===== src/rtl/safer_risk_fusion.sv =====
// -----------------------------------------------------------------------------
// safer_risk_fusion
//
// Fuses NCH per-channel risk scores into one 8-bit risk level. Each channel
// contributes (top 8 bits of its score) * (4-bit weight), one channel per
// cycle, and the sum is scaled by 1/16 and saturated to 255. Alongside the
// fusion, a saturating persistence counter per channel latches a sticky
// critical flag once a channel's score MSB has been set on PERSIST
// consecutive samples.
//
// Optional feature: define SAFER_FUSION_TREND_EN to enable the risk_rising
// trend flag. Without it, risk_rising is tied to 0 and no trend logic exists.
//
// Ports
//   clk           sole clock, rising edge
//   rst           synchronous, active-high reset
//   in_valid      sample offered
//   in_ready      block can accept a sample (high only while idle)
//   in_scores     NCH x SCORE_W scores, channel c at [c*SCORE_W +: SCORE_W]
//   in_weights    NCH x 4-bit unsigned weights, captured with the scores
//   out_valid     result available, held until out_ready
//   out_ready     consumer takes the result
//   risk_level    fused risk, 8 bits
//   alert_flags   per channel the top four score bits {MSB, next three}
//   crit_latched  sticky per-channel critical flags
//   crit_ack      clears the matching crit_latched bits
//   system_ok     registered NOR of crit_latched (one cycle behind it)
//   risk_rising   trend flag for the current result
// -----------------------------------------------------------------------------
module safer_risk_fusion #(
  parameter int NCH         = 4,
  parameter int SCORE_W     = 16,
  parameter int PERSIST     = 3,
  parameter int TREND_DELTA = 16
) (
  input  logic                   clk,
  input  logic                   rst,
  input  logic                   in_valid,
  output logic                   in_ready,
  input  logic [NCH*SCORE_W-1:0] in_scores,
  input  logic [NCH*4-1:0]       in_weights,
  output logic                   out_valid,
  input  logic                   out_ready,
  output logic [7:0]             risk_level,
  output logic [NCH*4-1:0]       alert_flags,
  output logic [NCH-1:0]         crit_latched,
  input  logic [NCH-1:0]         crit_ack,
  output logic                   system_ok,
  output logic                   risk_rising
);

  // 8-bit top * 4-bit weight is 12 bits; NCH of those need clog2(NCH) more.
  localparam int ACC_W = 12 + $clog2(NCH);
  localparam int IDX_W = $clog2(NCH);
  localparam logic [IDX_W-1:0] LAST_IDX = IDX_W'(NCH - 1);

  typedef enum logic [1:0] {IDLE, ACCUM, DONE} state_t;

  state_t           state;
  logic [ACC_W-1:0] acc;
  logic [IDX_W-1:0] idx;
  logic [NCH*8-1:0] tops_q;     // only the top byte of each score is ever used
  logic [NCH*4-1:0] weights_q;
  logic [3:0]       cnt [NCH];

  logic             transfer;
  logic [NCH*8-1:0] tops_in;
  logic [7:0]       cur_top;
  logic [3:0]       cur_w;
  logic [11:0]      prod;
  logic [ACC_W-1:0] acc_sum;
  logic [ACC_W-5:0] acc_scaled;
  logic [7:0]       level_sat;
  logic [NCH*4-1:0] alert_next;
  logic [3:0]       cnt_next [NCH];
  logic [NCH-1:0]   set_vec;

  assign transfer = in_valid && in_ready;

  // ---------------------------------------------------------------------------
  // Datapath: current channel product, running sum and saturated level.
  // ---------------------------------------------------------------------------
  // NOTE: combinational blocks use blocking '=' so later statements see the
  // values computed above them; clocked blocks use '<=' so all registers
  // update together from pre-edge values.
  always_comb begin
    // NOTE: every signal gets a value before any branch or loop, so no path
    // leaves one unassigned and no latch is inferred.
    tops_in    = '0;
    alert_next = '0;
    for (int c = 0; c < NCH; c++) begin
      tops_in[c*8 +: 8]    = in_scores[c*SCORE_W + SCORE_W - 8 +: 8];
      alert_next[c*4 +: 4] = tops_q[c*8 + 4 +: 4];
    end
    cur_top    = tops_q[idx*8 +: 8];
    cur_w      = weights_q[idx*4 +: 4];
    prod       = {4'b0000, cur_top} * {8'h00, cur_w};
    acc_sum    = acc + ACC_W'(prod);
    acc_scaled = acc_sum[ACC_W-1:4];
    // ACC_W >= 13, so acc_scaled always has bits above bit 7 to saturate on.
    level_sat  = (|acc_scaled[ACC_W-5:8]) ? 8'hFF : acc_scaled[7:0];
  end

  // ---------------------------------------------------------------------------
  // Persistence: next counter value and which channels reach PERSIST.
  // ---------------------------------------------------------------------------
  always_comb begin
    set_vec = '0;
    for (int c = 0; c < NCH; c++) begin
      cnt_next[c] = 4'd0;
      if (tops_in[c*8 + 7]) begin
        cnt_next[c] = (cnt[c] == 4'hF) ? 4'hF : cnt[c] + 4'd1;
      end
      set_vec[c] = (cnt_next[c] >= 4'(PERSIST));
    end
  end

  // Sample capture. These registers are always written by a transfer before
  // the accumulator reads them.
  // NOTE: the captured sample has no reset: it is overwritten on every
  // transfer before use, so resetting it would only add reset fan-out.
  always_ff @(posedge clk) begin
    if (transfer) begin
      tops_q    <= tops_in;
      weights_q <= in_weights;
    end
  end

  // ---------------------------------------------------------------------------
  // Control FSM with registered handshake and result outputs.
  // ---------------------------------------------------------------------------
  always_ff @(posedge clk) begin
    if (rst) begin
      state       <= IDLE;
      in_ready    <= 1'b0;
      out_valid   <= 1'b0;
      risk_level  <= 8'h00;
      alert_flags <= '0;
      acc         <= '0;
      idx         <= '0;
    end else begin
      case (state)
        IDLE: begin
          in_ready <= 1'b1;
          if (transfer) begin
            acc      <= '0;
            idx      <= '0;
            in_ready <= 1'b0;
            state    <= ACCUM;
          end
        end
        ACCUM: begin
          acc <= acc_sum;
          idx <= idx + 1'b1;
          if (idx == LAST_IDX) begin
            // Publish using the sum that already includes the last channel.
            risk_level  <= level_sat;
            alert_flags <= alert_next;
            out_valid   <= 1'b1;
            state       <= DONE;
          end
        end
        DONE: begin
          if (out_ready) begin
            out_valid <= 1'b0;
            in_ready  <= 1'b1;
            state     <= IDLE;
          end
        end
        default: begin
          state    <= IDLE;
          in_ready <= 1'b0;
        end
      endcase
    end
  end

  // ---------------------------------------------------------------------------
  // Persistence counters, sticky critical flags and system_ok.
  // ---------------------------------------------------------------------------
  always_ff @(posedge clk) begin
    if (rst) begin
      // NOTE: the counter array is only NCH small registers, so it is reset
      // element by element like ordinary flops rather than left as memory.
      for (int c = 0; c < NCH; c++) begin
        cnt[c] <= 4'd0;
      end
      crit_latched <= '0;
      system_ok    <= 1'b0;
    end else begin
      if (transfer) begin
        for (int c = 0; c < NCH; c++) begin
          cnt[c] <= cnt_next[c];
        end
      end
      // Set is OR-ed in after the ack mask, so a same-cycle set wins.
      crit_latched <= (crit_latched & ~crit_ack) | (transfer ? set_vec : '0);
      system_ok    <= ~|crit_latched;
    end
  end

  // ---------------------------------------------------------------------------
  // Optional trend flag.
  // ---------------------------------------------------------------------------
`ifdef SAFER_FUSION_TREND_EN
  logic              done_entry;
  logic [7:0]        prev_level;
  logic signed [9:0] level_diff;

  assign done_entry = (state == ACCUM) && (idx == LAST_IDX);
  assign level_diff = signed'({2'b00, level_sat}) - signed'({2'b00, prev_level});

  always_ff @(posedge clk) begin
    if (rst) begin
      prev_level  <= 8'h00;
      risk_rising <= 1'b0;
    end else if (done_entry) begin
      prev_level  <= level_sat;
      risk_rising <= (int'(level_diff) > TREND_DELTA);
    end
  end
`else
  assign risk_rising = 1'b0;
`endif

endmodule


===== config.mk =====
export PLATFORM = sky130hd
export DESIGN_NAME = safer_risk_fusion
export DESIGN_NICKNAME = d
export VERILOG_FILES = /design/src/rtl/safer_risk_fusion.sv
export SDC_FILE = /design/constraint.sdc
export NUM_CORES = 1
export LEC_CHECK = 0
export ABC_CLOCK_PERIOD_IN_PS = 13600
export BUFFER_PORTS_ARGS = -buffer_cell sky130_fd_sc_hd__buf_4
export CORE_MARGIN = 3
export CORE_UTILIZATION = 50
export CTS_CLUSTER_DIAMETER = 100
export DETAILED_ROUTE_END_ITERATION = 7
export GPL_TIMING_DRIVEN = 0
export PLACE_DENSITY = 0.74
export SYNTH_ARGS = -nofsm -noshare
export SYNTH_HDL_FRONTEND = slang
export SYNTH_SLANG_ARGS = --single-unit
export TNS_END_PERCENT = 30

===== constraint.sdc =====
create_clock -name clk -period 13.6 [get_ports clk]
set_input_delay 0 -clock clk [delete_from_list [all_inputs] [get_ports clk]]
set_output_delay 0 -clock clk [all_outputs]
set_load 0.01 [all_outputs]

==> flow_summary.json <==
{
  "cts_sinks": 113,
  "overflow": 0,
  "synth-edff-count": 64,
  "synthArstFlopShare_pct": 0,
  "syn-cell-area_um2": 5940,
  "initial_core_util_pct": 51.6,
  "relSlewSlack_pct": 47.3,
  "gp_congestion": 0.936,
  "grt_max_degree": 47,
  "io_pins": 120,
  "endpoint_kind": "flip-flop",
  "syn-num-nets": 690,
  "drc_errors": 0,
  "clk_path_buf_depth": 2,
  "power_density_nw_per_um2": 148,
  "rsz0062_at_grt": "false",
  "cp_cell_sequence": "clkbuf_1 -> buf_2 -> mux4_2 -> and2_1 -> fa_1 -> fa_1 -> inv_1 -> fa_1 -> inv_1 -> ha_1 -> o21ai_0 -> o21ai_1 -> nand2_1 -> o41a_1 -> o22ai_2 -> a311oi_1",
  "cts_setup_buffers": 0,
  "dieArea_um2": 13200,
  "avgRoutedWirePerCell_um": 17.8,
  "port_buffers": 85,
  "switchingPower_w": 0.000351,
  "start_kind": "flip-flop",
  "cts_root_buf": "clkbuf_16",
  "crit_slowest_cell": "mux4_2",
  "first_global_vias": 5109,
  "grt_usage_pct": 25.0,
  "critPathBufInv": 4,
  "ys_ff_latch": 113,
  "layout-drive-gt1-share_pct": 19.2,
  "finalSetupTns_ns": 0,
  "crit_arrival_ns": 5.93,
  "first_pass_iters": 5,
  "ant_nets": 0,
  "dpl.hpwl_mm": 9.90,
  "tightest_slew_ns": 0.791,
  "syn_to_final_growth_pct": 33.3,
  "hp-class": "in -> reg",
  "cp_slowest_stage_delay_ns": 0.61,
  "pwr-share-comb_pct": 26.9,
  "max_cap_violations": 0,
  "max_freq_mhz": 176,
  "die_w_um": 115,
  "finalCritPeriodShare_pct": 41.7,
  "skew_ns": 0.0111,
  "hold_violations": 0,
  "routed_wl_mm": 15.4,
  "vias_per_cell": 5.57,
  "dr_total_vias": 4839,
  "worstSetupPathType": "reg -> reg",
  "clk_latency_ns": 0.41,
  "crit_top_cell": "fa_1",
  "num_rows": 39,
  "clkPwrFrac_pct": 39.8,
  "h-tree-depth": 4,
  "critical-path-top-delay-family": "adder cells",
  "post-place-ws_ns": 8.06,
  "synthFlopType": "edfxtp_1",
  "slew_viol_final": 0,
  "hold-worst-slack_ns": 0.0322,
  "p_leak_nw": 3.28,
  "ir_drop_mv": 0.0839,
  "synthCells": 554,
  "ys_seq_area_share_pct": 48.9,
  "core-area_um2": 11500,
  "setup_viol": 0,
  "drtIter0Drc": 318,
  "antenna_found_initial": 0,
  "grt_pass1_wl_mm": 25.4,
  "layout.nets": 848,
  "synth_cell_types": 58,
  "p_sw_share_pct": 30.0,
  "power.internal_w": 0.000820,
  "clkTransAtPathRegs_ns": 0.05,
  "p_seq_share_pct": 33.3,
  "numCtsBuffers": 17,
  "cp.required_ns": 13.86,
  "timing.final.ws_setup_ns": 7.93,
  "worstPathMaxFanout": 10,
  "diodes": 0,
  "outcome": "finished clean",
  "cts_tree": "built",
  "period_needed_ns": 5.67,
  "synth_area_per_cell_um2": 10.7,
  "ys_warn_count": 0,
  "fp.dieH_um": 115
}
## cell usage in the layout (no fill, tap or decap), types with 5 or more instances in the layout
| cell | instances |
|---|---|
| edfxtp_1 | 64 |
| a311oi_1 | 7 |
| a21oi_1 | 40 |
| mux4_2 | 12 |
| o211ai_1 | 5 |
| nand2b_1 | 5 |
| nand3_1 | 11 |
| a21o_1 | 5 |
| ha_1 | 27 |
| dfxtp_1 | 49 |
| a22oi_1 | 5 |
| fa_1 | 21 |
| clkbuf_16 | 17 |
| buf_4 | 86 |
| dlygate4sd3_1 | 53 |
| nand2_1 | 57 |
| and3_1 | 5 |
| o21ai_0 | 12 |
| and2_1 | 30 |
| inv_1 | 53 |
| nor3_1 | 11 |
| nor2_1 | 47 |
| a31oi_1 | 5 |
| clkbuf_1 | 21 |
## stage by stage
step	instances	total power [W]	util, %	instance area [µm²]
2_1_floorplan	554	0.000606	-	5940
3_3_place_gp	782	0.000679	58.7	6760
3_5_place_dp	783	0.000690	58.8	6780
4_1_cts	868	0.00117	68.8	7920
5_1_grt	868	0.00123	68.8	7920
6_report	868	0.00117	68.8	7920
## layout make-up
type / instances / area, µm²
repair buffers: 139 / 1190
multi-input cells: 363 / 2730
flip-flops and latches: 113 / 2900
plain buffers: 24 / 105
inverters: 54 / 203
clock inverters: 12 / 165
clock buffers: 20 / 447
well taps: 143 / 179
fillers: 798 / 3600
## final timing paths
path	startpoint	end	slack, ns	cells after the start
max	idx[0]	risk_level[3]	7.93	16
min	rst	crit_latched[2]	0.03	3
max reg2reg	idx[0]	risk_level[3]	7.93	16
min reg2reg	crit_latched[2]	system_ok	0.44	1
## synthesized netlist by cell type, drive strengths merged (2+ instances only)
cell | n | area, µm²
edfxtp | 64 | 1920
nand2 | 57 | 214
inv | 54 | 203
dfxtp | 49 | 981
nor2 | 47 | 176
a21oi | 41 | 216
and2 | 30 | 188
ha | 27 | 338
fa | 21 | 420
clkbuf | 20 | 76.3
o21ai | 13 | 65.1
mux4 | 12 | 270
nor3 | 12 | 65.1
nand3 | 11 | 55.1
a311oi | 7 | 61.3
a21o | 5 | 37.5
a22oi | 5 | 37.5
a31oi | 5 | 31.3
and3 | 5 | 31.3
nand2b | 5 | 31.3
o211ai | 5 | 37.5
a211oi | 4 | 30.0
a2bb2oi | 4 | 35.0
buf | 4 | 28.8
nand3b | 4 | 30.0
o21a | 4 | 30.0
xor2 | 4 | 35.0
or2 | 3 | 18.8
a2111o | 2 | 22.5
a221o | 2 | 20.0
a32oi | 2 | 17.5
nand4 | 2 | 12.5
nor2b | 2 | 12.5
nor3b | 2 | 15.0
o21bai | 2 | 15.0
or3 | 2 | 12.5
## flip-flops by register name (all words and copies together) (netlist names)
register and count:
tops_q 32, alert_flags 16, cnt 16, weights_q 16, acc 14, risk_level 8
crit_latched 4, idx 2, state 2, in_ready 1, out_valid 1, system_ok 1
## power groups by stage
stage / clock network [W] / registers, W / logic, W
CTS: 0.000466 / 0.000389 / 0.000312
finish: 0.000466 / 0.000389 / 0.000315
detailed placement: 0 / 0.000395 / 0.000295
global route: 0.000486 / 0.000391 / 0.000349
floorplan: 0 / 0.000394 / 0.000213
global placement: 0 / 0.000395 / 0.000284
## repair_timing
action	in CTS	in global routing
endpoints found under the hold margin	55	0
setup endpoints to repair	0	0
resized for setup	0	0
hold buffers	53	0
## worst register-to-register path: cells and delay by family, from the launching register on
kind                     cells  cell delay [ns]
adder cells (fa/ha/maj)      4             1.91
AO/OA/AOI/OAI                5             1.42
buffers and inverters        4             0.90
multiplexers                 1             0.61
flip-flops                   1             0.37
AND/OR/NAND/NOR              2             0.32
## cells by family after synthesis
group           share of synthesized area, %
mux                                     4.72
simple gates                            14.9
compound gates                          12.7
buf+inv                                 5.18
other cells                           0.0631
fa+ha+maj                               12.8
flops                                   48.9
xor+xnor                               0.737
## routing by layer
metal / GRT usage (%) / vias to the layer above / part of all wire [%] / wire [µm]
li1: - / 2271 / - / -
met1: 30.6 / 2340 / 40 / 6170
met2: 42.7 / 186 / 52 / 8010
met3: 6.05 / 42 / 5.5 / 849
met4: 10.1 / 0 / 2.6 / 406
met5: 0 / - / 0 / 0
No activity file was read; power rests on OpenSTA's default activity.
